<file path="config.mk">
export PLATFORM = sky130hd
export DESIGN_NAME = stream_select_fifo
export DESIGN_NICKNAME = d
export VERILOG_FILES = /design/src/rtl/stream_select_fifo.sv
export SDC_FILE = /design/constraint.sdc
export NUM_CORES = 1
export LEC_CHECK = 0
export BUFFER_PORTS_ARGS = -buffer_cell sky130_fd_sc_hd__buf_2
export CAP_MARGIN = 30
export CORE_ASPECT_RATIO = 1.5
export CORE_UTILIZATION = 49
export CTS_BUF_LIST = sky130_fd_sc_hd__clkbuf_2 sky130_fd_sc_hd__clkbuf_4 sky130_fd_sc_hd__clkbuf_8
export DETAILED_ROUTE_END_ITERATION = 7
export GPL_TIMING_DRIVEN = 0
export PLACE_DENSITY = 0.75
export SETUP_SLACK_MARGIN = 0.15
export SYNTH_ARGS = -nofsm -noshare
export SYNTH_HDL_FRONTEND = slang
export SYNTH_SLANG_ARGS = --single-unit
</file>
<file path="constraint.sdc">
create_clock -name clk -period 3.55 [get_ports clk]
set_input_delay 0.355 -clock clk [delete_from_list [all_inputs] [get_ports clk]]
set_output_delay 0.355 -clock clk [all_outputs]
set_load 0.02 [all_outputs]
</file>
<file path="src/rtl/stream_select_fifo.sv">
// Channel selector feeding a first-word-fall-through FIFO with valid/ready output,
// saturating pass/drop statistics and a sticky overflow flag.
module stream_select_fifo #(
  parameter int unsigned WIDTH = 8,
  parameter int unsigned N_CH  = 3,
  parameter int unsigned DEPTH = 16,
  parameter int unsigned CNT_W = 16,
  localparam int unsigned SEL_W = (N_CH > 1) ? $clog2(N_CH) : 1,
  localparam int unsigned PTR_W = $clog2(DEPTH),
  localparam int unsigned LVL_W = $clog2(DEPTH) + 1
) (
  input  logic                  clk,
  input  logic                  rst,
  input  logic [SEL_W-1:0]      sel,
  input  logic                  en,
  input  logic [N_CH*WIDTH-1:0] in_data,
  input  logic [N_CH-1:0]       in_valid,
  output logic [WIDTH-1:0]      out_data,
  output logic                  out_valid,
  input  logic                  out_ready,
  output logic [LVL_W-1:0]      level,
  output logic [CNT_W-1:0]      pass_count,
  output logic [CNT_W-1:0]      drop_count,
  output logic                  overflow,
  input  logic                  clr_stats
);

  logic [SEL_W-1:0] sel_q;
  logic [PTR_W-1:0] wr_ptr_q, wr_ptr_d;
  logic [PTR_W-1:0] rd_ptr_q, rd_ptr_d;
  logic [LVL_W-1:0] level_q, level_d;
  logic [CNT_W-1:0] pass_q, pass_d;
  logic [CNT_W-1:0] drop_q, drop_d;
  logic             ovf_q, ovf_d;
  logic [WIDTH-1:0] mem_q [DEPTH];

  logic             flush, pop, req, full, wr, rej;
  logic             ch_valid;
  logic [WIDTH-1:0] ch_data;

  // Out-of-range sel_q matches no channel, so ch_valid stays low.
  always_comb begin
    ch_valid = 1'b0;
    ch_data  = '0;
    for (int unsigned c = 0; c < N_CH; c++) begin
      if (sel_q == SEL_W'(c)) begin
        ch_valid = in_valid[c];
        ch_data  = in_data[c*WIDTH +: WIDTH];
      end
    end
  end

  assign flush     = (sel != sel_q);
  assign out_valid = (level_q != '0);
  assign full      = (level_q == LVL_W'(DEPTH));
  assign pop       = out_valid && out_ready && !flush;
  assign req       = en && ch_valid && !flush;
  assign wr        = req && (!full || pop);
  assign rej       = req && full && !pop;

  always_comb begin
    wr_ptr_d = wr_ptr_q;
    rd_ptr_d = rd_ptr_q;
    level_d  = level_q;
    if (flush) begin
      wr_ptr_d = '0;
      rd_ptr_d = '0;
      level_d  = '0;
    end else begin
      if (wr)  wr_ptr_d = wr_ptr_q + PTR_W'(1);
      if (pop) rd_ptr_d = rd_ptr_q + PTR_W'(1);
      case ({wr, pop})
        2'b10:   level_d = level_q + LVL_W'(1);
        2'b01:   level_d = level_q - LVL_W'(1);
        default: level_d = level_q;
      endcase
    end
  end

  // Clear wins over any same-cycle increment or overflow set.
  always_comb begin
    pass_d = pass_q;
    drop_d = drop_q;
    ovf_d  = ovf_q;
    if (clr_stats) begin
      pass_d = '0;
      drop_d = '0;
      ovf_d  = 1'b0;
    end else begin
      if (wr && !(&pass_q)) pass_d = pass_q + CNT_W'(1);
      if (rej) begin
        if (!(&drop_q)) drop_d = drop_q + CNT_W'(1);
        ovf_d = 1'b1;
      end
    end
  end

  always_ff @(posedge clk or posedge rst) begin
    if (rst) begin
      sel_q    <= '0;
      wr_ptr_q <= '0;
      rd_ptr_q <= '0;
      level_q  <= '0;
      pass_q   <= '0;
      drop_q   <= '0;
      ovf_q    <= 1'b0;
    end else begin
      sel_q    <= sel;
      wr_ptr_q <= wr_ptr_d;
      rd_ptr_q <= rd_ptr_d;
      level_q  <= level_d;
      pass_q   <= pass_d;
      drop_q   <= drop_d;
      ovf_q    <= ovf_d;
    end
  end

  always_ff @(posedge clk) begin
    if (wr) mem_q[wr_ptr_q] <= ch_data;
  end

  // Gating on occupancy keeps the head at zero after reset without clearing storage.
  assign out_data   = out_valid ? mem_q[rd_ptr_q] : '0;
  assign level      = level_q;
  assign pass_count = pass_q;
  assign drop_count = drop_q;
  assign overflow   = ovf_q;

endmodule

</file>
==> results of run 1 <==
cells in the mapped netlist, drive strengths merged, types with 8 or more instances:
master  number  area (um2)
mux2i       11       110.1
a21oi       32       160.2
buf          8       38.78
dfrtp       48        1201
ha          10       125.1
clkbuf      22       82.58
nor2        22       82.58
nand3       15       75.07
o31ai       18       135.1
and2        19       121.4
nand2       18       67.56
inv         16       60.06
mux4        40       900.9
or4         17       127.6
edfxtp     128        3844
or3         11       68.82
xor2         8       70.07
nand4       12       75.07
nor3         8       40.04
o21ai       22       113.9
kinds of logic after synthesis:
| logic type | Yosys count | share of synthesized area |
|---|---|---|
| flip-flops | 176 | 0.6342 |
| AND/OR/NAND/NOR | 152 | 0.1128 |
| AO/OA/AOI/OAI | 87 | 0.06968 |
| multiplexers | 54 | 0.1313 |
| buffers and inverters | 46 | 0.02281 |
| adder cells (fa/ha/maj) | 11 | 0.01824 |
| XOR/XNOR | 10 | 0.01101 |
path summary, 6_finish.rpt:
path	slack, ns	start	end	cells after the start
setup / recovery	0.25	rd_ptr_q[1]	out_data[4]	6
hold / removal	0.04	sel[0]	sel_q[0]	1
setup reg to reg	0.34	level[0]	level[4]	10
hold reg to reg	0.53	overflow	overflow	2
max in group asynchronous	2.55	rst	pass_count[10]	4
min in group asynchronous	0.47	rst	drop_count[9]	3
per-layer routing:
layer | vias to the layer above | part of all wire
li1 | 2324 | -
met1 | 2515 | 0.36
met2 | 190 | 0.57
met3 | 25 | 0.053
met4 | 0 | 0.017
met5 | - | 0
cell type report:
cell class | instances | area (um2) | area share
clock inverter | 15 | 166.4 | 0.01826
buffer | 30 | 136.4 | 0.01496
tap | 203 | 254.0 | 0.02787
sequential | 176 | 5045 | 0.5535
clock buffer | 17 | 234.0 | 0.02567
timing repair buffer | 88 | 475.5 | 0.05217
multi-input combinational | 314 | 2743 | 0.3009
inverter | 16 | 60.06 | 0.006590
critical path, stage by stage (launching register included):
cell and delay (ns):
dfrtp_1 0.37, clkbuf_1 0.38, clkbuf_1 0.53, mux4_2 0.41
mux4_2 0.50, and2_1 0.17, buf_2 0.15
report_power, final:
part | internal, uW | leakage [uW] | switching, uW
registers | 2230 | 0.00183 | 7.77
clock network | 595 | 0.000202 | 793
logic | 94.7 | 0.00135 | 166
total | 2920 | 0.00338 | 967
stage by stage:
step	utilization	power (uW)
detailed placement	0.5493	2538
global route	0.5781	3998
finish	0.5781	3885
floorplan	-	2439
CTS	0.5764	3899
global placement	0.5455	2519
repair_timing:
action | CTS | global route
pin swaps | 0 | 0
hold buffers | 1 | 0
endpoints found under the setup margin | 9 | 9
endpoints found under the hold margin | 18 | 0
gates resized for setup | 6 | 10
state kept, by name, indices dropped and copies added (netlist names):
signal      count
wr_ptr_q        4
pass_count     16
overflow        1
level           5
drop_count     16
rd_ptr_q        4
sel_q           2
mem_q         128
==> results.md, run 1 <==
* # port buffers at 78
* GP Congestion at around 0.85
* DRT antenna net count at 0
* Final setup margin at 0.2451 ns
* Die H at between 150 and 200 um
* P per Cell Area at roughly 430 nW/um2
* Initial Util at 0.5046
* Worst-path fanout max at 10
* Sequential area share after synthesis at 0.6342
* Total wire length at 17360 um
* F_max at 0.3026 GHz
* Syn_nets at 581
* Share of synthesized registers carrying an async set or reset at 0.2727
* Worst skew pair latency at around 0.45 ns
* Vias per cell at ~6
* Initial antenna violation count at 0
* First DRT Iteration DRCs at ~350
* First-pass GRT wire length at 27410 um
* Commonest non-fill, non-tap cells in the layout: edfxtp_1, buf_2, dfrtp_1
* Cts bufs inserted at 17
* Diodes inserted at 0
* Clock sink total at 176
* Layout area overhead at 14.56%
* Setup Skew at 0.02139 ns
* DRC Markers at 0
* Status: finished, final reports clean
* Layout cells sized above 1 at 0.2790
* Post-CTS setup buffer count at 0
* HPWL after detailed placement at approximately 12000 um
* Final worst-path cycle share at 0.9310
* Flop and latch count out of synthesis at 176
* Gr usage total at 0.2212
* Cell Count, Final, Fillers Out at 859
* Synthesized area per cell at between 10 and 15 um2
* # placed instances at 824
* Yosys cell types at 50
* Met1 GRT Util at 0.2456
* Row cnt at 56
* Hold crit path type: input pin to flop
* Setup Viol. Count Final at 0
* RSZ-0062 raised after global routing: true
* Worst vdd ir at 0.2133 mV
* CTS clk-pin slew, worst paths at 0.10 ns
* M2 GR Usage at 0.4211
* Max_cap viols at 0
* Syn. warnings at 0
* CP Capture Type: primary output
* Worst EP required at 3.19 ns
* CTS root buf: clkbuf_8
* Drt first pass iters at 4
* Largest net degree at the start of global routing at 31
* Final count of pins violating max slew at 0
* Tmin final at 3.305 ns
* Fin. Hold Viols at 0
* Total negative setup slack at 0 ns
* Arrival time worst endpoint at about 3 ns
* Busiest grt layer: met2
* Worst slew margin at 0.4332
* CTS max path bufs at 2
* Final instance area at between 9000 and 10000 um2
* Leak pwr at 0.003377 uW
* Die X at 106.0 um
* CTS tree: done
* H-tree depth at 4
* Die area at 16760 um2
* DR WL/cell at 20.21 um
* Global Route met3 Usage at 0.04117
* DP Worst Slack at 0.1096 ns
* Core Area at 15770 um2
* Cell count after synthesis at around 540
* Vias in the first global route at between 5000 and 6000
* DR vias at 5054
* Gr ovfl total at 0
* Mapped Area at 7955 um2
* EDFF count, synth at ~130
* Ports at 81
* Worst hold slack at just under 0.04 ns
* Most common cell after layout, fill and taps aside: edfxtp_1
* DP Area at between 8000 and 9000 um2
* Final nets at 688
* Worst setup SP type: flop
* Filler Cell Count at around 1200
* Most common flop cell mapped by yosys: edfxtp_1
* Worst slew pin tran at 0.8502 ns
* Worst Path Class, Setup: flop to primary output
Power figures use the tool's default switching activity.
==> inputs of run 2 (changes only) <==
Settings changed: MAX_ROUTING_LAYER set to met4.
==> results.md, run 2 (synthesized netlist as in run 1, its figures left out) <==
* Status: finished, final reports clean
* Initial antenna violation count at 0
* Clock sink total at around 180
* Commonest non-fill, non-tap cells in the layout: edfxtp_1, buf_2, dfrtp_1
* DR WL/cell at 20.24 um
* Post-CTS setup buffer count at 0
* Gr ovfl total at 0
* Vias in the first global route at 5134
* Diodes inserted at 0
* Worst EP required at 3.19 ns
* Initial Util at 0.5046
* Setup Skew at 0.01970 ns
* CP Capture Type: primary output
* Fin. Hold Viols at 0
* Layout area overhead at 14.56%
* F_max at 0.3030 GHz
* Die H at 158.1 um
* Total power draw at 3888 uW
* Most common cell after layout, fill and taps aside: edfxtp_1
* Worst skew pair latency at about 0.45 ns
* Final count of pins violating max slew at 0
* HPWL after detailed placement at 12480 um
* Worst Path Class, Setup: flop to primary output
* # port buffers at between 70 and 80
* Worst slew margin at 0.4459
* Ports at between 80 and 90
* Layout cells sized above 1 at 0.2790
* P per Cell Area at 426.7 nW/um2
* Setup Viol. Count Final at 0
* Core Area at 15770 um2
* Worst-path fanout max at 10
* Arrival time worst endpoint at 2.95 ns
* Largest net degree at the start of global routing at 31
* Final worst-path cycle share at 0.9297
* CTS clk-pin slew, worst paths at approximately 0.1 ns
* Total negative setup slack at 0 ns
* Row cnt at 56
* RSZ-0062 raised after global routing: true
* Worst vdd ir at approximately 0.21 mV
* Cell Count, Final, Fillers Out at 859
* Max_cap viols at 0
* Top reg by flops: mem_q
* R2R Setup Slk at 0.35 ns
* Vias per cell at approximately 5.9
* Worst slew pin tran at ~0.83 ns
* Die area at 16760 um2
* Drt first pass iters at 5
* Final nets at 688
* Die X at 106.0 um
* Tmin final at 3.300 ns
* First DRT Iteration DRCs at 363
* First-pass GRT wire length at between 20000 and 30000 um
* Cts bufs inserted at 17
* Gr usage total at 0.2280
* DRC Markers at 0
* Total wire length at 17390 um
* Leak pwr at 0.003377 uW
* CTS tree: done
* # placed instances at 824
* H-tree depth at 4
* Hold crit path type: input pin to flop
* GP Congestion at roughly 0.86
* Worst Reg-to-Reg Cells at 10
* Filler Cell Count at 1238
* WHS Path Cells at 1
* DRT antenna net count at 0
* Max reg flops at 128
* CTS max path bufs at 2
* DR vias at 5071
* Worst setup SP type: flop
* CTS root buf: clkbuf_8
-- run 2: worst max-delay path, cell delays in order, from the launching register on --
cell and delay (ns):
dfrtp_1 0.37, clkbuf_1 0.38, clkbuf_1 0.53, mux4_2 0.40, mux4_2 0.50, and2_1 0.17
buf_2 0.15
-- run 2: final timing paths --
path                        startpoint              to
max in group asynchronous          rst  pass_count[10]
min                             sel[0]        sel_q[0]
min reg2reg                   overflow        overflow
max                        rd_ptr_q[1]     out_data[4]
max reg2reg                   level[0]        level[4]
min in group asynchronous          rst   drop_count[9]
-- run 2: repair_timing --
action / in CTS / in global routing
endpoints found under the setup margin: 9 / 9
hold buffers: 1 / 0
cloned: 0 / 0
gates resized for setup: 6 / 10
hold endpoints to repair: 18 / 0
-- run 2: layout make-up --
cell class / count / area (um2) / area share
Inverter: 16 / 60.06 / 0.006590
Sequential cell: 176 / 5045 / 0.5535
Tap cell: 203 / 254.0 / 0.02787
Multi-Input combinational cell: 314 / 2743 / 0.3009
Clock inverter: 15 / 166.4 / 0.01826
Buffer: 30 / 136.4 / 0.01496
Timing Repair Buffer: 88 / 475.5 / 0.05217
Clock buffer: 17 / 234.0 / 0.02567
-- run 2: stage by stage --
stage                     setup WS (ns)  hold slack [ns]  utilization  cell area [um2]
after floorplan                  0.4046           0.3864            -             7955
after global placement           0.1630           0.4884       0.5455             8600
after detailed placement         0.1096           0.3914       0.5493             8660
after CTS                        0.1634          0.01450       0.5764             9087
after global routing             0.1276          0.01613       0.5781             9114
final                            0.2496          0.03177       0.5781             9114
-- run 2: report_power, final --
part	switching, uW	total, uW	internal, uW
Clock	797	1390	594
Sequential	7.74	2240	2230
Combinational	166	261	94.7
Total	971	3890	2920
-- run 2: per-layer routing --
metal  vias up  wire (um)  global-route usage  part of all wire
li1       2321          -                   -                 -
met4         0        284             0.07606             0.016
met5         -          0                   -                 0
met3        30        817             0.04158             0.047
met1      2534       6326              0.2450              0.36
met2       186       9962              0.4217              0.57
==> inputs of run 3 (changes only) <==
Settings changed: CORE_ASPECT_RATIO 1.5 to 1.2.
==> results.md, run 3 (synthesized netlist as in run 1, its figures left out) <==
* Sw Pwr at between 900 and 1000 uW
* CP Capture Type: primary output
* DR WL/cell at 19.91 um
* Diodes inserted at 0
* Worst skew pair latency at 0.47 ns
* Vias per cell at 5.933
* Highest cell delay on the worst timing path at 0.57 ns
* Total wire length at 17240 um
* P per Cell Area at between 400 and 500 nW/um2
* Worst setup SP type: flop
* Cts bufs inserted at 17
* DRC Markers at 0
* Gr ovfl total at 0
* Layout cells sized above 1 at 0.2796
* Die X at between 100 and 150 um
* Layout area overhead at 14.97%
* Initial Util at 0.5046
* Total power draw at 3854 uW
* Cell chain of the critical path: clkbuf_2 -> buf_2 -> mux4_2 -> mux4_2 -> and2_1 -> buf_2
* First DRT Iteration DRCs at 383
* Worst EP required at 3.19 ns
* Core Area at 15770 um2
* Setup Viol. Count Final at 0
* Die area at 16750 um2
* Most common cell after layout, fill and taps aside: edfxtp_1
* Tmin final at 3.229 ns
* Initial antenna violation count at 0
* Drt first pass iters at 5
* Clock share of power at 0.351
* Final nets at 690
* Worst-path fanout max at 10
* Setup Skew at 0.009299 ns
* Leak pwr at approximately 0.0034 uW
* Clock sink total at 176
* Row cnt at 50
* F_max at around 0.31 GHz
* Total negative setup slack at 0 ns
* CTS root buf: clkbuf_8
* Worst vdd ir at approximately 0.23 mV
* Max reg flops at 128
* CTS max path bufs at 2
* Top reg by flops: mem_q
* CTS clk-pin slew, worst paths at ~0.1 ns
* GP Congestion at 0.8498
* # port buffers at 78
* First-pass GRT wire length at 27410 um
* Slowest-stage cell, CP: mux4_2
* CTS tree: done
* DR vias at ~5100
* Vias in the first global route at around 5100
* Commonest non-fill, non-tap cells in the layout: edfxtp_1, buf_2, dfrtp_1
* H-tree depth at 4
* HPWL after detailed placement at 12570 um
* RSZ-0062 raised after global routing: true
* Largest net degree at the start of global routing at 27
* Ports at slightly above 80
* Switch share at 0.2578
* Reg power frac at 0.580
* Combinational power share at 0.069
* Fin. Hold Viols at 0
* Arrival time worst endpoint at 2.87 ns
* Final worst-path cycle share at 0.9097
* Worst Path Class, Setup: flop to primary output
* Status: finished, final reports clean
* Gr usage total at 0.2244
* Max_cap viols at 0
* Worst slew pin tran at around 0.89 ns
* Worst slew margin at 0.4086
* Final count of pins violating max slew at 0
* DRT antenna net count at 0
* Internal cell power at 2861 uW
* Hold crit path type: input pin to flop
* Die H at 141.6 um
run 3: cell types whose count changed in the layout (fill, tap and decap cells not counted), sizes merged:
cell,change
buf,-2
clkbuf,+2
bufinv,-1
dlygate4sd3,+2
inv,-2
clkinv,+3
run 3: final cells by class:
class | instances | area, um2
timing repair buffer | 90 | 501.7
buffer | 30 | 137.6
tap | 208 | 260.3
sequential | 176 | 5045
inverter | 16 | 60.06
fill | 1223 | 6619
clock buffer | 17 | 234.0
clock inverter | 15 | 167.7
multi-input combinational | 314 | 2740
run 3: stage by stage:
| stage | worst slack [ns] | utilization | hold slack [ns] | std cells | instance area [um2] |
|---|---|---|---|---|---|
| after global placement | 0.2112 | 0.5459 | 0.4903 | 822 | 8606 |
| final | 0.3207 | 0.5802 | 0.2403 | 866 | 9146 |
| after global routing | 0.1437 | 0.5802 | 0.2514 | 866 | 9146 |
| after floorplan | 0.4046 | - | 0.3864 | 536 | 7955 |
| after CTS | 0.1505 | 0.5787 | 0.2168 | 865 | 9123 |
| after detailed placement | 0.1416 | 0.5506 | 0.4185 | 830 | 8680 |
run 3: critical path, delay by kind of cell (launching register included):
family                 cells  cell delay [ns]
buffers and inverters      3             0.78
flip-flops                 1             0.37
multiplexers               2             1.08
AND/OR/NAND/NOR            1             0.17
run 3: power groups by stage:
| stage | Clock [uW] | Combinational (uW) | Sequential (uW) |
|---|---|---|---|
| 3_3_place_gp | 0 | 235 | 2280 |
| 4_1_cts | 1380 | 264 | 2240 |
| 5_1_grt | 1460 | 288 | 2240 |
| 6_report | 1350 | 265 | 2240 |
| 3_5_place_dp | 0 | 260 | 2280 |
| 2_1_floorplan | 0 | 154 | 2280 |
run 3: worst paths after layout:
kind | cells past startpoint | endpoint | startpoint | slack (ns)
max in group asynchronous | 4 | rd_ptr_q[0] | rst | 2.57
setup / recovery | 6 | out_data[6] | rd_ptr_q[0] | 0.32
min in group asynchronous | 3 | pass_count[13] | rst | 0.46
hold reg to reg | 2 | overflow | overflow | 0.53
setup reg to reg | 11 | level[4] | sel_q[1] | 0.35
hold / removal | 3 | level[4] | en | 0.24
run 3: metal layers:
| metal | vias up | routed length [um] | track usage |
|---|---|---|---|
| met1 | 2585 | 6701 | 0.2658 |
| met4 | 0 | 255 | 0.06140 |
| met5 | - | 0 | - |
| met3 | 25 | 1039 | 0.04100 |
| met2 | 197 | 9243 | 0.3941 |
| li1 | 2331 | - | - |
run 3: timing repair:
action,4_1_cts,5_1_grt
buffers inserted,0,0
setup endpoints to repair,9,9
hold buffers,3,0
hold endpoints to repair,24,0
resized for setup,3,15
